===== config.mk =====
export PLATFORM = sky130hd
export DESIGN_NAME = alu_mul_sequencer_flat
export DESIGN_NICKNAME = d
export VERILOG_FILES = /design/src/rtl/alu_mul_sequencer_if.sv /design/src/rtl/alu_mul_sequencer.sv /design/src/flat_wrapper.sv
export SDC_FILE = /design/constraint.sdc
export NUM_CORES = 1
export LEC_CHECK = 0
export CAP_MARGIN = 20
export CELL_PAD_IN_SITES_DETAIL_PLACEMENT = 0
export CELL_PAD_IN_SITES_GLOBAL_PLACEMENT = 1
export CORE_MARGIN = 5
export CORE_UTILIZATION = 28
export CTS_CLUSTER_SIZE = 25
export DETAILED_ROUTE_END_ITERATION = 16
export PLACE_DENSITY = 0.75
export SLEW_MARGIN = 20
export SYNTH_ARGS = -nofsm -noshare
export SYNTH_HDL_FRONTEND = slang
export SYNTH_SLANG_ARGS = --single-unit

===== constraint.sdc =====
create_clock -name clk -period 1.5 [get_ports clk]
set_input_delay 0.225 -clock clk [delete_from_list [all_inputs] [get_ports clk]]
set_output_delay 0.225 -clock clk [all_outputs]
set_load 0.01 [all_outputs]

===== src/rtl/alu_mul_sequencer_if.sv =====
// Pipeline-side bus of the ALU/multiply sequencer: single-cycle execute ops
// plus the iterative multiply handshake.
interface alu_mul_sequencer_if #(
  parameter int WIDTH = 16
);
  logic             ex_valid;
  logic [WIDTH-1:0] ex_in1;
  logic [WIDTH-1:0] ex_in2;
  logic [3:0]       ex_ctrl;
  logic [WIDTH-1:0] ex_out;
  logic             ex_stall;

  logic             mul_start;
  logic [WIDTH-1:0] mul_a;
  logic [WIDTH-1:0] mul_b;
  logic             mul_busy;
  logic             mul_done;
  logic [WIDTH-1:0] mul_hi;
  logic [WIDTH-1:0] mul_lo;

  modport master (
    output ex_valid, ex_in1, ex_in2, ex_ctrl, mul_start, mul_a, mul_b,
    input  ex_out, ex_stall, mul_busy, mul_done, mul_hi, mul_lo
  );

  modport slave (
    input  ex_valid, ex_in1, ex_in2, ex_ctrl, mul_start, mul_a, mul_b,
    output ex_out, ex_stall, mul_busy, mul_done, mul_hi, mul_lo
  );
endinterface


===== src/rtl/alu_mul_sequencer.sv =====
// Arbitrates the shared execute-stage ALU between pipeline ops and a 16-step
// shift-add unsigned multiply; owns the {N,C,Z} flag register.
module alu_mul_sequencer #(
  parameter int WIDTH = 16,
  parameter int CNT_W = 5
) (
  input  logic              clk,
  input  logic              rst,
  alu_mul_sequencer_if.slave bus,
  output logic [WIDTH-1:0]  alu_in1,
  output logic [WIDTH-1:0]  alu_in2,
  output logic [3:0]        alu_ctrl,
  input  logic [WIDTH-1:0]  alu_out,
  input  logic [2:0]        alu_flag,
  output logic [2:0]        flags_q
);

  localparam logic [3:0] ALU_NOP = 4'b0000;
  localparam logic [3:0] ALU_ADD = 4'b0010;

  typedef enum logic [1:0] {S_IDLE, S_ITER, S_DONE} state_t;

  state_t           state_q, state_d;
  logic [WIDTH-1:0] a_q, hi_q, lo_q;
  logic [WIDTH-1:0] prod_hi_q, prod_lo_q;
  logic [CNT_W-1:0] cnt_q;
  logic [WIDTH-1:0] addend;
  logic             carry;
  logic             last_iter;
  logic             done;

  assign addend    = lo_q[0] ? a_q : '0;
  // The ALU's own carry flag is sign-extended, so the adder carry-out is
  // rebuilt from the operand MSBs and the sum MSB.
  assign carry     = (hi_q[WIDTH-1] & addend[WIDTH-1]) |
                     ((hi_q[WIDTH-1] | addend[WIDTH-1]) & ~alu_out[WIDTH-1]);
  assign last_iter = (cnt_q == CNT_W'(WIDTH - 1));
  assign done      = (state_q == S_DONE);

  assign bus.mul_busy = (state_q != S_IDLE);
  assign bus.mul_done = done;
  assign bus.mul_hi   = done ? hi_q : prod_hi_q;
  assign bus.mul_lo   = done ? lo_q : prod_lo_q;

  always_comb begin
    // NOTE: every output of this block is given a default first, so no path
    // through the case statement can leave one unassigned and infer a latch.
    state_d      = state_q;
    alu_in1      = '0;
    alu_in2      = '0;
    alu_ctrl     = ALU_NOP;
    bus.ex_out   = '0;
    bus.ex_stall = 1'b0;
    case (state_q)
      S_IDLE: begin
        alu_in1    = bus.ex_in1;
        alu_in2    = bus.ex_in2;
        alu_ctrl   = bus.ex_valid ? bus.ex_ctrl : ALU_NOP;
        bus.ex_out = alu_out;
        if (bus.mul_start) state_d = S_ITER;
      end
      S_ITER: begin
        alu_in1      = hi_q;
        alu_in2      = addend;
        alu_ctrl     = ALU_ADD;
        bus.ex_stall = bus.ex_valid;
        if (last_iter) state_d = S_DONE;
      end
      S_DONE: begin
        bus.ex_stall = bus.ex_valid;
        state_d      = S_IDLE;
      end
      default: state_d = S_IDLE;
    endcase
  end

  always_ff @(posedge clk) begin
    // NOTE: sequential state uses non-blocking assignments so every register
    // samples the pre-edge values of the others.
    if (rst) begin
      state_q   <= S_IDLE;
      cnt_q     <= '0;
      a_q       <= '0;
      hi_q      <= '0;
      lo_q      <= '0;
      prod_hi_q <= '0;
      prod_lo_q <= '0;
      flags_q   <= '0;
    end else begin
      state_q <= state_d;
      case (state_q)
        S_IDLE: begin
          if (bus.ex_valid && bus.ex_ctrl != ALU_NOP) flags_q <= alu_flag;
          if (bus.mul_start) begin
            a_q   <= bus.mul_a;
            hi_q  <= '0;
            lo_q  <= bus.mul_b;
            cnt_q <= '0;
          end
        end
        S_ITER: begin
          // {HI,LO} <= {carry, sum, LO >> 1}: the sum's LSB shifts into LO.
          hi_q  <= {carry, alu_out[WIDTH-1:1]};
          lo_q  <= {alu_out[0], lo_q[WIDTH-1:1]};
          cnt_q <= cnt_q + CNT_W'(1);
        end
        S_DONE: begin
          prod_hi_q <= hi_q;
          prod_lo_q <= lo_q;
          flags_q   <= {hi_q[WIDTH-1], flags_q[1], ~|{hi_q, lo_q}};
        end
        default: ;
      endcase
    end
  end

endmodule


===== src/flat_wrapper.sv =====
// flat-port wrapper written by rule: the top's interface ports become plain ports
module alu_mul_sequencer_flat 
#(
  parameter int WIDTH = 16,
  parameter int CNT_W = 5
)
  (clk, rst, alu_in1, alu_in2, alu_ctrl, alu_out, alu_flag, flags_q, bus_ex_valid, bus_ex_in1, bus_ex_in2, bus_ex_ctrl, bus_mul_start, bus_mul_a, bus_mul_b, bus_ex_out, bus_ex_stall, bus_mul_busy, bus_mul_done, bus_mul_hi, bus_mul_lo);
  alu_mul_sequencer_if #(.WIDTH(WIDTH)) bus_i ();
  input  logic clk;
  input  logic rst;
  output logic [WIDTH-1:0] alu_in1;
  output logic [WIDTH-1:0] alu_in2;
  output logic [3:0] alu_ctrl;
  input  logic [WIDTH-1:0] alu_out;
  input  logic [2:0] alu_flag;
  output logic [2:0] flags_q;
  input wire logic [$bits(bus_i.ex_valid)-1:0] bus_ex_valid;
  input wire logic [$bits(bus_i.ex_in1)-1:0] bus_ex_in1;
  input wire logic [$bits(bus_i.ex_in2)-1:0] bus_ex_in2;
  input wire logic [$bits(bus_i.ex_ctrl)-1:0] bus_ex_ctrl;
  input wire logic [$bits(bus_i.mul_start)-1:0] bus_mul_start;
  input wire logic [$bits(bus_i.mul_a)-1:0] bus_mul_a;
  input wire logic [$bits(bus_i.mul_b)-1:0] bus_mul_b;
  output wire logic [$bits(bus_i.ex_out)-1:0] bus_ex_out;
  output wire logic [$bits(bus_i.ex_stall)-1:0] bus_ex_stall;
  output wire logic [$bits(bus_i.mul_busy)-1:0] bus_mul_busy;
  output wire logic [$bits(bus_i.mul_done)-1:0] bus_mul_done;
  output wire logic [$bits(bus_i.mul_hi)-1:0] bus_mul_hi;
  output wire logic [$bits(bus_i.mul_lo)-1:0] bus_mul_lo;
  assign bus_i.ex_valid = bus_ex_valid;
  assign bus_i.ex_in1 = bus_ex_in1;
  assign bus_i.ex_in2 = bus_ex_in2;
  assign bus_i.ex_ctrl = bus_ex_ctrl;
  assign bus_i.mul_start = bus_mul_start;
  assign bus_i.mul_a = bus_mul_a;
  assign bus_i.mul_b = bus_mul_b;
  assign bus_ex_out = bus_i.ex_out;
  assign bus_ex_stall = bus_i.ex_stall;
  assign bus_mul_busy = bus_i.mul_busy;
  assign bus_mul_done = bus_i.mul_done;
  assign bus_mul_hi = bus_i.mul_hi;
  assign bus_mul_lo = bus_i.mul_lo;
  alu_mul_sequencer #(.WIDTH(WIDTH), .CNT_W(CNT_W)) u_core (.clk(clk), .rst(rst), .bus(bus_i), .alu_in1(alu_in1), .alu_in2(alu_in2), .alu_ctrl(alu_ctrl), .alu_out(alu_out), .alu_flag(alu_flag), .flags_q(flags_q));
endmodule

==> results.cfg <==
[yosys]
synthAdderAreaFrac_pct = 1.51
seq_area_frac_synth_pct = 43.5
synthSimpleGateAreaFrac_pct = 19.3
synth.area.top_cells = dfxtp_1, mux2_2, a22o_1
synth_compound_area_share_pct = 17.4
netlist_top_cells_count = dfxtp_1, nand2_1, nor2_1
synth-xor-area-share_pct = 0
synth-seq-cells = 90
synth_top_cell_area_share_pct = 43.5
synth_area_um2 = 4140
synthesis.nets = 543
yosys.area.top_type = dfxtp_1
avgSynthCellArea_um2 = 9.27
synthMuxAreaShare_pct = 13.0
synth_cells = 447
ys_warn_count = 0
synth_most_common_cell = dfxtp_1
synth_edf_count = 0
synth.distinct_cells = 37
synth_ff_type = dfxtp_1
synthArstFlopShare_pct = 0
synth_top_family_by_area = simple AND/OR/NAND/NOR gates

[layout]
antennaDiodeCount = 0
fin_nets = 800
drive_gt1_share_pct = 48.7
register_area_um2 = 1810
fin_area_um2 = 8130
multi_input_area_um2 = 2760
fill_cells = 1257
fin_cells = 893
syn2layout_area_growth_pct = 96.3

[timing]
fin_crit_sh_pct = 127
period_minus_slack_ns = 1.91
maxSlewViolCount = 0
worst_slew_pin_slew_ns = 0.507
max_freq_mhz = 524
rsz0062_at_grt = yes
finalHoldViolCount = 0
max_slew_margin_pct = 66.2
fin_ws_ns = -0.409
skew_ns = 0.00592
finalSetupViolCount = 129

[power_and_ir_drop]
p_int_mw = 5.06
p_comb_share_pct = 29.4
peakVddDrop_v = 0.000771
clkPwrFrac_pct = 33.2
power.switching_mw = 1.96
pwr-share-seq_pct = 37.3
switching_share_pct = 27.9
power_leakage_nw = 3.41
power_per_cell_area_nw_per_um2 = 864

[global_route]
grt_usage_pct = 19.3
grt_pass1_wl_um = 26900
grt_pass1_vias = 4753
overflow = 0
antenna_found_initial = 0
grt_max_degree = 37

[worst_setup_path]
path_class = flop to output pin
cp_data_required_time_ns = 1.27
cp.arrival_ns = 1.68
cp-start-kind = flop
end_kind = output pin
path_buf_inv = 4
cpMostUsedCell = buf_12
path_delay_family = buffers and inverters
cp_max_fo = 8
critical-path-max-stage-delay_ns = 0.36
slowest_stage = dfxtp_4
path_cells = inv_4 > ha_4 > buf_12 > buf_12 > mux2_4 > buf_6

[drt]
wl_per_cell_um = 19.5
drtPass1Iterations = 4
vias = 4422
drc_errors = 0
antenna_left = 0
finalWirelength_um = 17400
drt_iter0_markers = 160
vias_per_cell = 4.95

[die]
die_w_um = 132
die_area_um2 = 17300
die_y_um = 132
ios = 181
rows = 44
start_util_pct = 28.5
coreArea_um2 = 14500

[placed_design]
portBuffers = 180
gp_congestion = 0.809
placed_area_um2 = 6510
place_hpwl_um = 10400
dp_cells = 825

[run]
cap_viol_max_count = 0

[cts]
cts_hold_buf = 0
cts_tree = yes
cts_root_buffer = clkbuf_16
clk_latency_ns = 0.35
clock_tree.buffer_depth = 2
clock_sinks = 90
cts_max_level = 3
numCtsBuffers = 9
cts.clk_slew.worst_paths_ns = 0.06

[min_path]
holdCritPathClass = primary input to flop

[run_status]
violations = setup timing
outcome = complete, but fails checks
-- metrics by stage --
step	TNS (ns)	power [mW]	utilization [%]	worst slack, ns	hold WS (ns)
final	-37.56	7.02	55.9	-0.409	0.334
after global routing	-44.50	7.33	55.9	-0.462	0.338
after CTS	-47.54	7.04	54.7	-0.486	0.314
after detailed placement	-29.97	4.14	44.8	-0.381	0.447
after global placement	-27.86	4.12	44.8	-0.353	0.443
after floorplan	-0.00399	3.28	-	-0.00399	0.361
-- area by class of cell --
| type | instances | area share [%] |
|---|---|---|
| clock inverters | 2 | 0.431 |
| well taps | 184 | 2.83 |
| multi-input cells | 313 | 33.9 |
| repair buffers | 282 | 36.9 |
| inverters | 8 | 0.492 |
| flip-flops and latches | 90 | 22.3 |
| clock buffers | 14 | 3.25 |
-- power groups by stage --
stage | Clock (mW) | Combinational (mW) | Sequential [mW]
finish | 2.33 | 2.07 | 2.62
global route | 2.50 | 2.20 | 2.63
detailed placement | 0 | 1.49 | 2.66
floorplan | 0 | 0.661 | 2.62
global placement | 0 | 1.47 | 2.65
CTS | 2.40 | 2.03 | 2.61
-- registers in the layout, summed over array words and instances (netlist names) --
register	count
u_core.a_q	16
u_core.cnt_q	5
u_core.flags_q	3
u_core.hi_q	16
u_core.lo_q	16
u_core.prod_hi_q	16
u_core.prod_lo_q	16
u_core.state_q	2
-- metal layers --
layer / vias up / part of all wire (%) / GRT usage [%]
li1: 2104 / - / -
met5: - / 0 / 0
met3: 20 / 7.0 / 7.53
met2: 140 / 49 / 32.2
met4: 0 / 1.5 / 4.34
met1: 2158 / 43 / 23.5
-- cell usage in the layout (no fill, tap or decap), drive strengths merged, types with 7 or more instances in the layout --
cell           instances
nor2                  37
dfxtp                 90
buf                  188
and2                  22
a22oi                 17
nor2b                 32
a211oi                18
clkdlybuf4s50         89
clkbuf                16
mux2i                 19
nor4                   7
mux2                  31
a21oi                 20
a22o                  32
nand2                 41
inv                    8
-- final timing paths --
path	from	to	slack, ns	cells past startpoint
max	u_core.state_q[0]	bus_mul_lo[9]	-0.41	6
min	rst	u_core.prod_lo_q[6]	0.33	2
max reg2reg	u_core.state_q[1]	u_core.lo_q[4]	-0.33	11
min reg2reg	u_core.a_q[0]	u_core.a_q[0]	0.46	2
-- cells by family (layout without fill, tap and decap cells) --
family | after synthesis | after routing
buffers and inverters | 46 | 306
AO/OA/AOI/OAI | 98 | 98
adder cells (fa/ha/maj) | 5 | 5
flip-flops | 90 | 90
multiplexers | 50 | 50
AND/OR/NAND/NOR | 158 | 160
-- what timing repair did --
item	CTS	global route
setup endpoints to repair	128	159
cloned	15	3
endpoints found under the hold margin	0	0
pin swaps	53	35
setup buffers	37	18
gates resized for setup	575	77
(Power assumes the default switching activity.)
